File: src/rtl/mem_port_arbiter.sv
// Arbiter sharing one single-ported memory between the IF and D ports.
// D has priority; a saturating starvation counter forces an IF grant after STARVE_LIMIT D grants.
module mem_port_arbiter #(
  parameter int unsigned ADDRESS_WIDTH = 32,
  parameter int unsigned DATA_WIDTH    = 32,
  parameter int unsigned STARVE_LIMIT  = 4
) (
  input  logic                      clk,
  input  logic                      rst,
  input  logic                      if_req,
  input  logic [ADDRESS_WIDTH-1:0]  if_addr,
  output logic                      if_done,
  output logic [DATA_WIDTH-1:0]     if_rdata,
  input  logic                      d_req,
  input  logic                      d_we,
  input  logic [ADDRESS_WIDTH-1:0]  d_addr,
  input  logic [DATA_WIDTH-1:0]     d_wdata,
  input  logic [DATA_WIDTH/8-1:0]   d_wstrb,
  output logic                      d_done,
  output logic [DATA_WIDTH-1:0]     d_rdata,
  output logic                      mem_req,
  output logic                      mem_we,
  output logic [ADDRESS_WIDTH-1:0]  mem_addr,
  output logic [DATA_WIDTH-1:0]     mem_wdata,
  output logic [DATA_WIDTH/8-1:0]   mem_wstrb,
  input  logic                      mem_ready,
  input  logic [DATA_WIDTH-1:0]     mem_rdata,
  output logic                      busy
);

  localparam int unsigned STRB_WIDTH = DATA_WIDTH / 8;
  localparam int unsigned CNT_WIDTH  = $clog2(STARVE_LIMIT + 1);
  localparam logic [CNT_WIDTH-1:0] CNT_MAX = CNT_WIDTH'(STARVE_LIMIT);

  typedef enum logic [1:0] {IDLE, GRANT_I, GRANT_D, RESP} state_t;

  state_t                    state, state_n;
  logic [CNT_WIDTH-1:0]      starve_cnt, starve_cnt_n;
  logic                      if_done_n, d_done_n, mem_req_n, mem_we_n, busy_n;
  logic [DATA_WIDTH-1:0]     if_rdata_n, d_rdata_n, mem_wdata_n;
  logic [ADDRESS_WIDTH-1:0]  mem_addr_n;
  logic [STRB_WIDTH-1:0]     mem_wstrb_n;

  always_ff @(posedge clk or posedge rst) begin
    if (rst) begin
      state      <= IDLE;
      starve_cnt <= '0;
      if_done    <= 1'b0;
      if_rdata   <= '0;
      d_done     <= 1'b0;
      d_rdata    <= '0;
      mem_req    <= 1'b0;
      mem_we     <= 1'b0;
      mem_addr   <= '0;
      mem_wdata  <= '0;
      mem_wstrb  <= '0;
      busy       <= 1'b0;
    end else begin
      state      <= state_n;
      starve_cnt <= starve_cnt_n;
      if_done    <= if_done_n;
      if_rdata   <= if_rdata_n;
      d_done     <= d_done_n;
      d_rdata    <= d_rdata_n;
      mem_req    <= mem_req_n;
      mem_we     <= mem_we_n;
      mem_addr   <= mem_addr_n;
      mem_wdata  <= mem_wdata_n;
      mem_wstrb  <= mem_wstrb_n;
      busy       <= busy_n;
    end
  end

  // Every output is computed as a next-value here so it lands registered with the state change.
  always_comb begin
    state_n      = state;
    starve_cnt_n = starve_cnt;
    if_done_n    = 1'b0;
    d_done_n     = 1'b0;
    if_rdata_n   = if_rdata;
    d_rdata_n    = d_rdata;
    mem_req_n    = mem_req;
    mem_we_n     = mem_we;
    mem_addr_n   = mem_addr;
    mem_wdata_n  = mem_wdata;
    mem_wstrb_n  = mem_wstrb;

    case (state)
      IDLE: begin
        if (d_req && !(if_req && starve_cnt == CNT_MAX)) begin
          state_n      = GRANT_D;
          mem_req_n    = 1'b1;
          mem_we_n     = d_we;
          mem_addr_n   = d_addr;
          mem_wdata_n  = d_wdata;
          mem_wstrb_n  = d_we ? d_wstrb : '0;
          if (!if_req)
            starve_cnt_n = '0;
          else if (starve_cnt != CNT_MAX)
            starve_cnt_n = starve_cnt + CNT_WIDTH'(1);
        end else if (if_req) begin
          state_n      = GRANT_I;
          mem_req_n    = 1'b1;
          mem_we_n     = 1'b0;
          mem_addr_n   = if_addr;
          mem_wdata_n  = '0;
          mem_wstrb_n  = '0;
          starve_cnt_n = '0;
        end
      end
      GRANT_I: begin
        if (mem_ready) begin
          state_n    = RESP;
          mem_req_n  = 1'b0;
          if_done_n  = 1'b1;
          if_rdata_n = mem_rdata;
        end
      end
      GRANT_D: begin
        if (mem_ready) begin
          state_n   = RESP;
          mem_req_n = 1'b0;
          d_done_n  = 1'b1;
          if (!mem_we)
            d_rdata_n = mem_rdata;
        end
      end
      RESP: begin
        state_n = IDLE;
      end
    endcase

    busy_n = (state_n != IDLE);
  end

endmodule
File: config.mk
export PLATFORM = sky130hd
export DESIGN_NAME = mem_port_arbiter
export DESIGN_NICKNAME = d
export VERILOG_FILES = /design/src/rtl/mem_port_arbiter.sv
export SDC_FILE = /design/constraint.sdc
export NUM_CORES = 1
export LEC_CHECK = 0
export BUFFER_PORTS_ARGS = -buffer_cell sky130_fd_sc_hd__buf_2
export CAP_MARGIN = 40
export CORE_MARGIN = 2
export CORE_UTILIZATION = 51
export CTS_CLUSTER_SIZE = 8
export DETAILED_ROUTE_END_ITERATION = 16
export PLACE_DENSITY = 0.94
export REMOVE_ABC_BUFFERS = 1
export SYNTH_ARGS = -nofsm -noshare
export SYNTH_HDL_FRONTEND = slang
export SYNTH_SLANG_ARGS = --single-unit
File: constraint.sdc
create_clock -name clk -period 6.5 [get_ports clk]
set_clock_uncertainty 0.05 [all_clocks]
set_input_delay 0.65 -clock clk [delete_from_list [all_inputs] [get_ports clk]]
set_output_delay 0.65 -clock clk [all_outputs]
set_load 0.005 [all_outputs]
== Word level (Yosys, flattened, before mapping) ==
Index checks and enable logic that the tools add are counted.
W data, S select, Z words.

* Register bits: 142
* Latch bits: 0
* Bits in writable memories: 0
* Bits in read-only memories: 0
* Bits of input ports: 138
* Output and inout port bits: 137
* Word-level logic and storage cells: 59
* Memories kept: 0

* $add $sub $neg: 1
* $mul: 0
* Divide/modulo/power cells: 0
* Order comparisons: 0
* Equality and inequality tests: 8
* Shift-type cells: 0
* Muxes and demuxes: 24
* Bitwise gates (word level): 1
* Reduce and logical (&&, ||, !) cells: 13

{| class="wikitable"
|+ Operator list
! cell !! number
|-
| $mux W32 || 4
|-
| $mux W3 || 4
|-
| $mux W4 || 3
|-
| $reduce_and A3 Y1 || 3
|-
| $mux W1 || 8
|-
| $mux W2 || 3
|-
| $ne A3 B3 Y1 const B || 2
|-
| $pmux W2 S3 || 1
|-
| $reduce_bool A2 Y1 || 3
|-
| $eq A2 B2 Y1 const B || 2
|-
| $reduce_and A2 Y1 || 2
|-
| $add A3 B1 Y3 const B || 1
|-
| $eq A3 B3 Y1 const B || 1
|-
| $ne A3 B2 Y1 const B || 1
|-
| $eq A2 B1 Y1 const B || 1
|-
| $logic_and A1 B1 Y1 || 2
|-
| $logic_not A2 Y1 || 1
|-
| $ne A2 B1 Y1 const B || 1
|-
| $pmux W1 S2 || 1
|-
| $reduce_or A2 Y1 || 1
|-
| $logic_not A1 Y1 || 1
|-
| $not A1 Y1 || 1
|}

== Longest topological paths before layout ==
* Word-level depth: 7
* Depth in mapped cells: 9
* Gate-level depth less buffers: 5

== Worst setup path before layout ==
Ideal clock, no wire load.

* Path type: input to register
* Start: in if_req
* End: reg mem_wdata[16]
* Setup time: 0.129 ns
* Data arrival time: 1.465 ns
* Data required time: 6.321 ns
* Setup slack: 4.856 ns
* Stages: 7
* Buffers on the path: 4
* Path through: buf_4 > o21a_1 > buf_2 > buf_6 > buf_6 > nand2_1 > o21ai_1

* Longest elaborated chain between the ends: 5
* Elaborated cells on any way between the ends: 6
* Those cells by class: 1 x mux; 5 x reduce/logical

{| class="wikitable"
|+ RTL lines
! element !! line !! source
|-
| from (decl) || 10 || <nowiki>input logic if_req,</nowiki>
|-
| $logic_and A1 B1 Y1 || 90 || <nowiki>if (d_req && !(if_req && starve_cnt == CNT_MAX)) begin</nowiki>
|-
| $logic_not A1 Y1 || 90 ||
|-
| $logic_and A1 B1 Y1 || 90 ||
|-
| $reduce_bool A2 Y1 (no source line) || n/a ||
|-
| $reduce_and A2 Y1 (no source line) || n/a ||
|-
| to (signal assigned) || 68 || <nowiki>mem_wdata <= mem_wdata_n;</nowiki>
|-
| to (decl) || 24 || <nowiki>output logic [DATA_WIDTH-1:0] mem_wdata,</nowiki>
|}

Parallel ways exist; a longest one is shown, timed or not.
A chain may end at the register's enable or synchronous reset.

== Final worst setup path ==
* Start: reg state[0]
* End: reg mem_addr[25]

* Longest elaborated chain between the ends: 2

{| class="wikitable"
|+ RTL lines
! element !! line !! source
|-
| from (decl) || 37 || <nowiki>state_t state, state_n;</nowiki>
|-
| from (signal assigned) || 59 || <nowiki>state <= state_n;</nowiki>
|-
| $logic_not A2 Y1 || 88 || <nowiki>case (state)</nowiki>
|-
| $reduce_and A2 Y1 (no source line) || n/a ||
|-
| to (signal assigned) || 67 || <nowiki>mem_addr <= mem_addr_n;</nowiki>
|-
| to (decl) || 23 || <nowiki>output logic [ADDRESS_WIDTH-1:0] mem_addr,</nowiki>
|}

Every way passes these cells.

==> run summary <==
status = finished clean
post-place setup slack = 3.855 ns
pwr dens = 490.2 nW/µm²
Vias = 5159
clk_lat worst skew = 0.40 ns
CP required = 6.77 ns
Peak VDD IR = 190.8 µV
Die H = 113.7 µm
GRT Residual Overflow = 0
synth unique cells = 31
DR WL/cell = 17.18 µm
commonest cells in the synthesized netlist = 142 x dfrtp_1, 141 x nand2_1, 34 x mux2_2
gr usage total = 0.2529
Die X = 113.7 µm
Buffers on Ports = 274
GR Util met2 = 0.4371
CTS sink cnt = 142
setup ws final = 3.924 ns
core area = 11860 µm²
Worst-Margin Slew = 0.7967 ns
vias in the first global route = 4971
antenna violations before repair = 1
dpl hpwl = 11830 µm
Final Max Tran Viols = 0
reg2reg path depth = 7
Crit. End Element = register
HP Class = in2async
Final #Nets = 940
Max-Cap Viols = 0
M3 GR Usage = 0.07598
Max Clk Rate = 388.1 MHz
final-report setup violation count = 0
Worst EP arrival = 2.84 ns
Fin Setup TNS = 0 ns
Clock Path Buffers = 2
IO Count = 275
post-CTS sizing = 0
Util after Layout = 0.6826
Clock transition at path regs = 0.06 ns
first-pass GRT wire length = 25430 µm
Setup Crit Path Kind = reg2reg
Post-Place Cell Area = 7543 µm²
initial cell density of the core = 0.5175
worst-path fanout max = 47
synthesis-to-layout area growth = 31.90%
fill cell count = 873
Yosys Warn Count = 0
cts bufs inserted = 17
share of synthesized registers carrying an async set or reset = 1.000
CTS root buf = clkbuf_16
# H-tree levels = 4
flop and latch count out of synthesis = 142
Psw = 1392 µW
Reg power frac = 0.390
min Tclk post-route = 2.576 ns
row count = 40
synthesized area per cell = 11.50 µm²
Main synth FF type = dfrtp_1
layout cells sized above 1 = 0.4777
top-count cell post-synth = dfrtp_1
final hold viol count = 0
Combinational Power Share = 0.384
Post-DRT Antenna Nets = 0
Pint = 2576 µW
Post-synth EDFFs = 0
drt pass-1 iters = 5
number of inserted diodes = 0
sequential share of the synthesized area = 0.5789
RSZ-0062 raised after global routing = no
Yosys top cell area share = 0.5789
Syn Std Cell Area = 6138 µm²
drc violations = 0
Leakage Power = 0.004147 µW
final wirelength = 16410 µm
Max transition margin = 0.4669
DIE AREA = 12930 µm²
sw frac = 0.3508
CTS tree = built
crit start category = register
Tot Pwr = 3969 µW
Syn Inst Count = 534
largest net degree at the start of global routing = 86
clock network power share = 0.226
GPL Wtd Cong = 0.7832
gr busiest metal = met2
setup bufs post-CTS = 0
top cells by area, synth = dfrtp_1 58%, nand2_1 8.6%, mux2_4 7.3%
Synth area leader = dfrtp_1
vias per cell = 5.402
Hold Buf Count CTS = 0
design area = 8097 µm²
Starting DRT DRC Count = 464
Global Route met1 Usage = 0.3056
period utilization = 0.3964
-- area by class of cell --
type / instances / area, µm² / area share
clock buffer: 17 / 425.4 / 0.05254
tap: 147 / 183.9 / 0.02272
inverter: 9 / 38.79 / 0.004791
timing repair buffer: 283 / 1466 / 0.1811
multi-input combinational: 342 / 2301 / 0.2842
clock inverter: 15 / 127.6 / 0.01576
sequential: 142 / 3553 / 0.4389
-- worst max-delay path, cell delays in order (launching register included) --
cell      delay (ns)
dfrtp_1         0.42
inv_1           0.16
ha_1            0.18
buf_4           0.35
o21a_2          0.49
buf_4           0.50
nand2_1         0.10
o211ai_1        0.19
-- worst paths after layout --
check | startpoint | to | slack (ns)
max | state[0] | mem_addr[25] | 3.92
max in group asynchronous | rst | if_rdata[29] | 4.84
max reg2reg | state[0] | mem_addr[25] | 3.92
min reg2reg | mem_wdata[0] | mem_wdata[0] | 0.43
min | rst | mem_wdata[31] | 0.32
min in group clk | d_wdata[25] | mem_wdata[25] | 0.41
-- power by group through the flow --
stage / Clock, µW / Sequential, µW / Combinational, µW
5_1_grt: 952 / 1590 / 1670
6_report: 899 / 1550 / 1520
3_3_place_gp: 0 / 1530 / 1450
4_1_cts: 910 / 1540 / 1540
2_1_floorplan: 0 / 1570 / 790
3_5_place_dp: 0 / 1550 / 1530
-- cells by family (layout without fill, tap and decap cells) --
logic type | Yosys count | after routing | share of synthesized area
fa+ha+maj | 7 | 7 | 0.01427
simple gates | 186 | 186 | 0.1333
mux | 64 | 64 | 0.1358
flops | 142 | 142 | 0.5789
buf+inv | 50 | 324 | 0.04688
compound gates | 85 | 85 | 0.09091
-- cells in the final DEF (no fill, tap or decap), drive strengths merged --
cell type	instances
buf	283
nor2b	1
inv	17
mux2	64
o31ai	2
nor3b	2
and2	2
o21a	3
nand3	2
clkbuf	17
o21ai	41
a311oi	1
a32o	1
nor2	2
a2bb2oi	1
o22ai	1
a21bo	1
clkinv	5
nand2	141
nand2b	3
dfrtp	142
o211ai	34
ha	7
clkinvlp	2
nand4	33
-- state kept, by name (all words and copies together), names as in the netlist --
register / count
d_rdata: 32
if_rdata: 32
mem_addr: 32
mem_wdata: 32
mem_wstrb: 4
starve_cnt: 3
state: 2
busy: 1
d_done: 1
if_done: 1
mem_req: 1
mem_we: 1
-- per-stage QoR --
step | hold WS (ns) | cells
global placement | 0.4066 | 921
finish | 0.3196 | 955
detailed placement | 0.4165 | 923
global route | 0.3784 | 955
floorplan | 0.4233 | 493
CTS | 0.3652 | 955
-- metal layers --
metal / part of all wire / vias to the layer above
met3: 0.085 / 31
met4: 0.020 / 2
met2: 0.51 / 277
met5: 0.00079 / -
li1: - / 2378
met1: 0.38 / 2471
No activity file was read; power rests on OpenSTA's default activity.
